**src/rtl/seq_divider_if.sv**
```systemverilog
// Handshake and operand/result bundle for seq_divider.
// The requester drives start and the operands; the divider returns busy, done and the results.
interface seq_divider_if #(
  parameter int BITS = 64
);
  logic            start;
  logic [BITS-1:0] dividend;
  logic [BITS-1:0] divisor;
  logic            busy;
  logic            done;
  logic [BITS-1:0] quotient;
  logic [BITS-1:0] remainder;
  logic            div_zero;

  modport master (
    output start, dividend, divisor,
    input  busy, done, quotient, remainder, div_zero
  );

  modport slave (
    input  start, dividend, divisor,
    output busy, done, quotient, remainder, div_zero
  );
endinterface

```
**src/rtl/seq_divider.sv**
```systemverilog
// Iterative unsigned restoring divider, one quotient bit per cycle, start/busy/done handshake.
//   state | meaning
//   IDLE  | waiting for start; results and div_zero held
//   RUN   | one shift/subtract step per cycle, count runs BITS-1 down to 0
//   FIN   | done pulse cycle, start ignored
module seq_divider #(
  parameter int BITS = 64
) (
  input logic         clk,
  input logic         reset,
  seq_divider_if.slave bus
);
  localparam int CW = $clog2(BITS);

  typedef enum logic [1:0] {IDLE, RUN, FIN} state_t;

  state_t          state;
  logic [BITS-1:0] r_q;
  logic [BITS-1:0] q_q;
  logic [BITS-1:0] div_q;
  logic [BITS-1:0] quot_q;
  logic [BITS-1:0] rem_q;
  logic [CW-1:0]   count;
  logic            busy_q;
  logic            done_q;
  logic            dz_q;

  logic [BITS:0]   r_sh;
  logic [BITS:0]   diff;
  logic            borrow;
  logic [BITS-1:0] r_next;
  logic [BITS-1:0] q_next;

  // Partial remainder stays below the divisor, so the shifted value is below
  // 2*divisor; in BITS+1-bit arithmetic the top bit of A + ~B + 1 is the borrow.
  assign r_sh   = {r_q, q_q[BITS-1]};
  assign diff   = r_sh + ~{1'b0, div_q} + {{BITS{1'b0}}, 1'b1};
  assign borrow = diff[BITS];
  assign r_next = borrow ? r_sh[BITS-1:0] : diff[BITS-1:0];
  assign q_next = {q_q[BITS-2:0], ~borrow};

  always_ff @(posedge clk or negedge reset) begin
    if (!reset) begin
      state  <= IDLE;
      r_q    <= '0;
      q_q    <= '0;
      div_q  <= '0;
      quot_q <= '0;
      rem_q  <= '0;
      count  <= '0;
      busy_q <= 1'b0;
      done_q <= 1'b0;
      dz_q   <= 1'b0;
    end else begin
      done_q <= 1'b0;
      unique case (state)
        IDLE: begin
          if (bus.start) begin
            if (bus.divisor == '0) begin
              quot_q <= '1;
              rem_q  <= bus.dividend;
              dz_q   <= 1'b1;
              done_q <= 1'b1;
              state  <= FIN;
            end else begin
              div_q  <= bus.divisor;
              r_q    <= '0;
              q_q    <= bus.dividend;
              count  <= CW'(BITS - 1);
              dz_q   <= 1'b0;
              busy_q <= 1'b1;
              state  <= RUN;
            end
          end
        end
        RUN: begin
          r_q <= r_next;
          q_q <= q_next;
          if (count == '0) begin
            // Results are registered on entry to FIN so they line up with done.
            quot_q <= q_next;
            rem_q  <= r_next;
            busy_q <= 1'b0;
            done_q <= 1'b1;
            state  <= FIN;
          end else begin
            count <= count - 1'b1;
          end
        end
        FIN: begin
          state <= IDLE;
        end
        default: begin
          state <= IDLE;
        end
      endcase
    end
  end

  assign bus.busy      = busy_q;
  assign bus.done      = done_q;
  assign bus.quotient  = quot_q;
  assign bus.remainder = rem_q;
  assign bus.div_zero  = dz_q;
endmodule

```
**src/flat_wrapper.sv**
```systemverilog
// flat-port wrapper written by rule: the top's interface ports become plain ports
module seq_divider_flat 
#(
  parameter int BITS = 64
)
  (clk, reset, bus_start, bus_dividend, bus_divisor, bus_busy, bus_done, bus_quotient, bus_remainder, bus_div_zero);
  seq_divider_if #(.BITS(BITS)) bus_i ();
  input logic clk;
  input logic reset;
  input wire logic [$bits(bus_i.start)-1:0] bus_start;
  input wire logic [$bits(bus_i.dividend)-1:0] bus_dividend;
  input wire logic [$bits(bus_i.divisor)-1:0] bus_divisor;
  output wire logic [$bits(bus_i.busy)-1:0] bus_busy;
  output wire logic [$bits(bus_i.done)-1:0] bus_done;
  output wire logic [$bits(bus_i.quotient)-1:0] bus_quotient;
  output wire logic [$bits(bus_i.remainder)-1:0] bus_remainder;
  output wire logic [$bits(bus_i.div_zero)-1:0] bus_div_zero;
  assign bus_i.start = bus_start;
  assign bus_i.dividend = bus_dividend;
  assign bus_i.divisor = bus_divisor;
  assign bus_busy = bus_i.busy;
  assign bus_done = bus_i.done;
  assign bus_quotient = bus_i.quotient;
  assign bus_remainder = bus_i.remainder;
  assign bus_div_zero = bus_i.div_zero;
  seq_divider #(.BITS(BITS)) u_core (.clk(clk), .reset(reset), .bus(bus_i));
endmodule
```
**config.mk**
```make
export PLATFORM = sky130hd
export DESIGN_NAME = seq_divider_flat
export DESIGN_NICKNAME = d
export VERILOG_FILES = /design/src/rtl/seq_divider_if.sv /design/src/rtl/seq_divider.sv /design/src/flat_wrapper.sv
export SDC_FILE = /design/constraint.sdc
export NUM_CORES = 1
export LEC_CHECK = 0
export CAP_MARGIN = 15
export CORE_MARGIN = 10
export CORE_UTILIZATION = 60
export DETAILED_ROUTE_END_ITERATION = 16
export GPL_TIMING_DRIVEN = 0
export PLACE_DENSITY = 0.87
export SKIP_LAST_GASP = 1
export SLEW_MARGIN = 40
export SYNTH_ARGS = -nofsm -noshare
export SYNTH_HDL_FRONTEND = slang
export SYNTH_SLANG_ARGS = --single-unit
```
**constraint.sdc**
```tcl
create_clock -name clk -period 7.83 [get_ports clk]
set_input_delay 2.349 -clock clk [delete_from_list [all_inputs] [get_ports clk]]
set_output_delay 2.349 -clock clk [all_outputs]
set_load 0.01 [all_outputs]
```
[Yosys cells after proc, flatten, opt, wreduce, memory -nomap -nowiden]
Index checks and enable logic that the tools add are counted.
Storage, ports and cells
  register bits: 331
  input bits: 131
  output and inout port bits: 131
Operators by class
  $add $sub $neg: 3
  equal/unequal tests: 6
  mux-type cells: 31
  bitwise operators: 3
  reduce and logical (&&, ||, !) cells: 11
Operator list (number)
  $mux W64: 11
  $pmux W64 S2: 4
  $add A65 B1 Y65 const B: 1
  $add A65 B65 Y65: 1
  $not A64 Y65: 1
  $logic_not A64 Y1: 1
  $mux W6: 3
  $pmux W6 S2: 1
  $reduce_and A4 Y1: 3
  $logic_not A6 Y1: 1
  $mux W1: 6
  $mux W2: 3
  $ne A2 B2 Y1 const B: 3
  $reduce_and A3 Y1: 2
  $sub A6 B1 Y6 const B: 1
  $ne A2 B1 Y1 const B: 2
  $pmux W1 S2: 2
  $pmux W2 S2: 1
  $reduce_and A2 Y1: 2
  $eq A2 B1 Y1 const B: 1
  $logic_not A2 Y1: 1
  $not A1 Y1: 2
  $reduce_bool A2 Y1: 1

[Depth between registers and ports, before layout]
  word-level depth: 6
  mapped depth: 17
  mapped depth without buffers: 13

[Worst setup path before layout]
OpenSTA, ideal clock, no wires.
  path type: input-to-reg
  start: input port bus_divisor[8]
  end: register u_core.q_q[61]
  setup time: 0.136 ns
  arrival: 4.450 ns
  data required time: 7.694 ns
  path slack: 3.244 ns
  stages on the path: 10
  buffers on the path: 3
  path through: nor4_1 > nand4_1 > nor4_1 > inv_1 > a21oi_1 > or2_2 > clkbuf_1 > clkbuf_1 > clkbuf_1 > o21ai_0
On the way
  word-level cells in the longest chain between the ends: 3
RTL lines
  start: declaration: RTL line flat_wrapper.sv:12  | input wire logic [$bits(bus_i.divisor)-1:0] bus_divisor;
  $logic_not A64 Y1: RTL line seq_divider.sv:59  | if (bus.divisor == '0) begin
  $ne A2 B2 Y1 (no line)
  $reduce_and A3 Y1 (no line)
  end signal: assignment: RTL line seq_divider.sv:68  | q_q <= bus.dividend;
  end signal: assignment: RTL line seq_divider.sv:78  | q_q <= q_next;
  end: declaration: RTL line seq_divider.sv:19  | logic [BITS-1:0] q_q;
Every way passes these cells.
A chain may end at the register's enable or synchronous reset.

[Worst setup path after layout]
  start: input port bus_divisor[40]
  end: register u_core.q_q[6]
Same word-level chain as after synthesis.

==> results.md <==
- Met1 Wirelength: 24,300 um
- Routed Antenna Nets: 0
- Setup TNS after final layout: 0 ns
- Die width: 195 um
- Final Hold Viols: 0
- Clock Sinks: 331
- CP Buf/Inv Count: 5
- Pwr dens: 428 nW/um^2
- Synth Area per Inst: 8.67 um^2
- Final Core Density: 76.0%
- Total power: 9.74 mW
- Worst R2R End: u_core.bus.remainder[49]$_DFFE_PN0P_
- R2R Setup Slk: 3.40 ns
- N_diodes: 0
- Clock Latency Late Sink: 0.53 ns
- Placed insts: 2,773
- Worst min path class: reg -> reg
- Die area: 38,000 um^2
- Post-DR wirelength/cell: 24.0 um
- DRT Wirelength: 68,100 um
- CTS root buf: clkbuf_16
- I/O pin count: 262
- Rel. slew slack: 40.1%
- Max VDD drop: 0.408 mV
- Hold buffers post-CTS: 0
- Hold Path Cell Cnt: 2
- Status: complete, no violations
- Largest net degree at the start of global routing: 78
- Initial antenna violation count: 1
- Max Used Layer: met4
- DP HPWL: 52,300 um
- Post-synth net total: 2,315
- Post-Place Setup Slack: 0.734 ns
- Fin crit period: 6.76 ns
- DRT iter0 DRCs: 2,090
- Met2 wire len: 32,300 um
- R2R Path Start: u_core.div_q[0]$_DFFE_PN0P_
- Max-Cap Viols: 0
- Number of synthesized flops with an enable pin: 0
- Clk_skew: 0.0224 ns
- Count of cell types in the netlist: 78
- Max frequency: 0.148 GHz
- #FFs+latches synth: 331
- Hold_sp: u_core.bus.quotient[18]$_DFFE_PN0P_
- Synth async-reset ratio: 100%
- Postcts setup bufs: 0
- DR WL met3: 6520 um
- Nets: 2,618
- H-tree depth: 2
- Placeable Area: 30,000 um^2
- Critical Path Start Type: input port
- Most used cell, CP: clkbuf_1
- DRC viols: 0
- TritonCTS clock tree: yes
- Gr ovfl total: 0
- Slew Limit Fails: 0
- Crit path max fanout: 10
- Vias: 18,200
- First-pass GRT wire length: 106,000 um
- Critical Path RT: 8.18 ns
- Share of cells above drive strength 1: 4.29%
- CP Class: in -> reg
- Critical path, cell by cell: clkdlybuf4s50_1 > nor4_1 > nand4_1 > nor4_1 > inv_1 > a21oi_1 > or2_2 > clkbuf_1 > clkbuf_1 > clkbuf_1 > o21ai_0
- RSZ-0062 raised after global routing: false
- Starting density of the core: 61.3%
- Syn. warnings: 0
- Max clock buf depth: 3
- Least-Margin Pin Slew: 0.898 ns
- Fill cell count: 2,110
- Total GRT Usage: 34.7%
- Number of global-route vias before repair: 18,665
- Die H: 195 um
- Leak pwr: 10.4 nW
- Ys flop type: dfrtp_1
- Inserted Clock Buffers: 36
- Setup ws final: 1.07 ns
- Hold endpoint: u_core.bus.quotient[18]$_DFFE_PN0P_
- Setup-failing EPs final: 0
- Top cell family by delay on the critical path: buffers and inverters
- Crit path capture type: flip-flop
- Crit path DAT: 7.11 ns
- Cell area after synthesis: 18,400 um^2
- R2R cell count: 12
- Sequential area share after synthesis: 45.1%
- Fin crit share: 86.3%
- Via-to-Cell Ratio: 6.42
- Worst path slowest cell: nor4_1
- First-pass detailed-route iteration total: 6
- CTS clock-pin slew for the worst setup and hold paths: 0.06 ns
- Non-filler instance count after layout: 2,836
- Cells after synthesis: 2,118
- Port Buf Inserts: 261
- # resized after CTS: 0
- CP max stage delay: 0.76 ns
- Core Rows: 63
- Area delta synth->final: 24.0%
- RD Place Congestion: 0.954
layout by cell type, fill, tap and decap left out, drive strengths merged, types with 27 or more instances in the layout:
master | netlist | routed
buf | 24 | 29
nand2 | 434 | 434
a21oi | 155 | 155
clkbuf | 121 | 173
nor2 | 93 | 93
ha | 65 | 65
o21a | 27 | 27
o21ai | 279 | 279
a21o | 73 | 73
xnor2 | 37 | 37
mux2i | 76 | 76
clkdlybuf4s50 | 0 | 260
dfrtp | 331 | 331
inv | 96 | 97
power breakdown:
group,total (mW),internal [mW],switching (mW)
registers,2.63,2.21,0.419
clock network,1.72,1.02,0.704
logic,5.40,2.00,3.40
layer usage:
layer,vias to the layer above,track usage [%]
met5,-,0
met4,0,22.0
met3,300,7.93
met2,1177,57.3
met1,8725,40.1
li1,7998,-
per-stage QoR:
step	hold WS (ns)	cell area [um^2]
after CTS	0.468	22800
final	0.466	22800
after global routing	0.492	22800
after detailed placement	0.454	21600
after floorplan	0.449	18400
after global placement	0.452	21500
sequential cells by signal (all words and copies together), names as in the netlist:
register              count
u_core.bus.remainder     64
u_core.bus.quotient      64
u_core.count              6
u_core.q_q               64
u_core.bus.div_zero       1
u_core.bus.busy           1
u_core.div_q             64
u_core.r_q               64
u_core.state              2
u_core.bus.done           1
worst max-delay path by stage:
stage                     from                                   to  slack [ns]  cells past startpoint
2_1_floorplan   bus_divisor[8]           u_core.q_q[61]$_DFFE_PN0P_        3.24                     10
3_3_place_gp             reset  u_core.bus.quotient[10]$_DFFE_PN0P_       -9.46                      1
3_5_place_dp   bus_divisor[29]            u_core.q_q[6]$_DFFE_PN0P_        0.73                     11
4_1_cts        bus_divisor[29]            u_core.q_q[6]$_DFFE_PN0P_        1.25                     11
5_1_grt        bus_divisor[29]            u_core.q_q[6]$_DFFE_PN0P_        0.84                     11
6_report       bus_divisor[40]            u_core.q_q[6]$_DFFE_PN0P_        1.07                     11
cell families after synthesis:
family / after synthesis / share of synthesized area [%]
compound gates: 685 / 22.8
simple gates: 657 / 15.2
flops: 331 / 45.1
buf+inv: 241 / 5.22
mux: 78 / 4.27
fa+ha+maj: 66 / 4.54
xor+xnor: 60 / 2.86
final cells by class:
type / instances / area, um^2 / area share (%)
Multi-Input combinational cell: 1546 / 9140 / 40.1
Clock buffer: 52 / 1030 / 4.53
Inverter: 96 / 360 / 1.58
Clock inverter: 11 / 145 / 0.637
Sequential cell: 331 / 8280 / 36.4
Timing Repair Buffer: 265 / 2730 / 12.0
Buffer: 145 / 599 / 2.63
Tap cell: 390 / 488 / 2.14
cell usage after synthesis, types with 5 or more instances:
cell type | instances | area (um^2)
a211oi_1 | 6 | 45.0
a21o_1 | 73 | 548
a21oi_1 | 152 | 761
a22oi_1 | 13 | 97.6
a31oi_1 | 17 | 106
and2_1 | 11 | 68.8
and3_1 | 9 | 56.3
buf_1 | 6 | 22.5
buf_2 | 12 | 60.1
clkbuf_1 | 120 | 450
dfrtp_1 | 331 | 8280
ha_1 | 65 | 813
inv_1 | 95 | 357
mux2i_1 | 76 | 761
nand2_1 | 433 | 1630
nand2b_1 | 12 | 75.1
nand3_1 | 15 | 75.1
nand4_1 | 26 | 163
nor2_1 | 92 | 345
nor2b_1 | 5 | 31.3
nor3_1 | 11 | 55.1
nor4_1 | 21 | 131
o211ai_1 | 10 | 75.1
o21a_1 | 27 | 203
o21ai_0 | 230 | 1150
o21ai_1 | 49 | 245
o21bai_1 | 17 | 128
o221ai_1 | 11 | 96.3
o22a_1 | 18 | 158
o31ai_1 | 6 | 45.0
or2_2 | 5 | 31.3
xnor2_1 | 37 | 324
xor2_1 | 23 | 201
tightest hold or removal path, stage by stage, from the launching register on:
cell	delay [ns]
dfrtp_1	0.34
nand2_1	0.05
nand2_1	0.05
(Power assumes the default switching activity.)
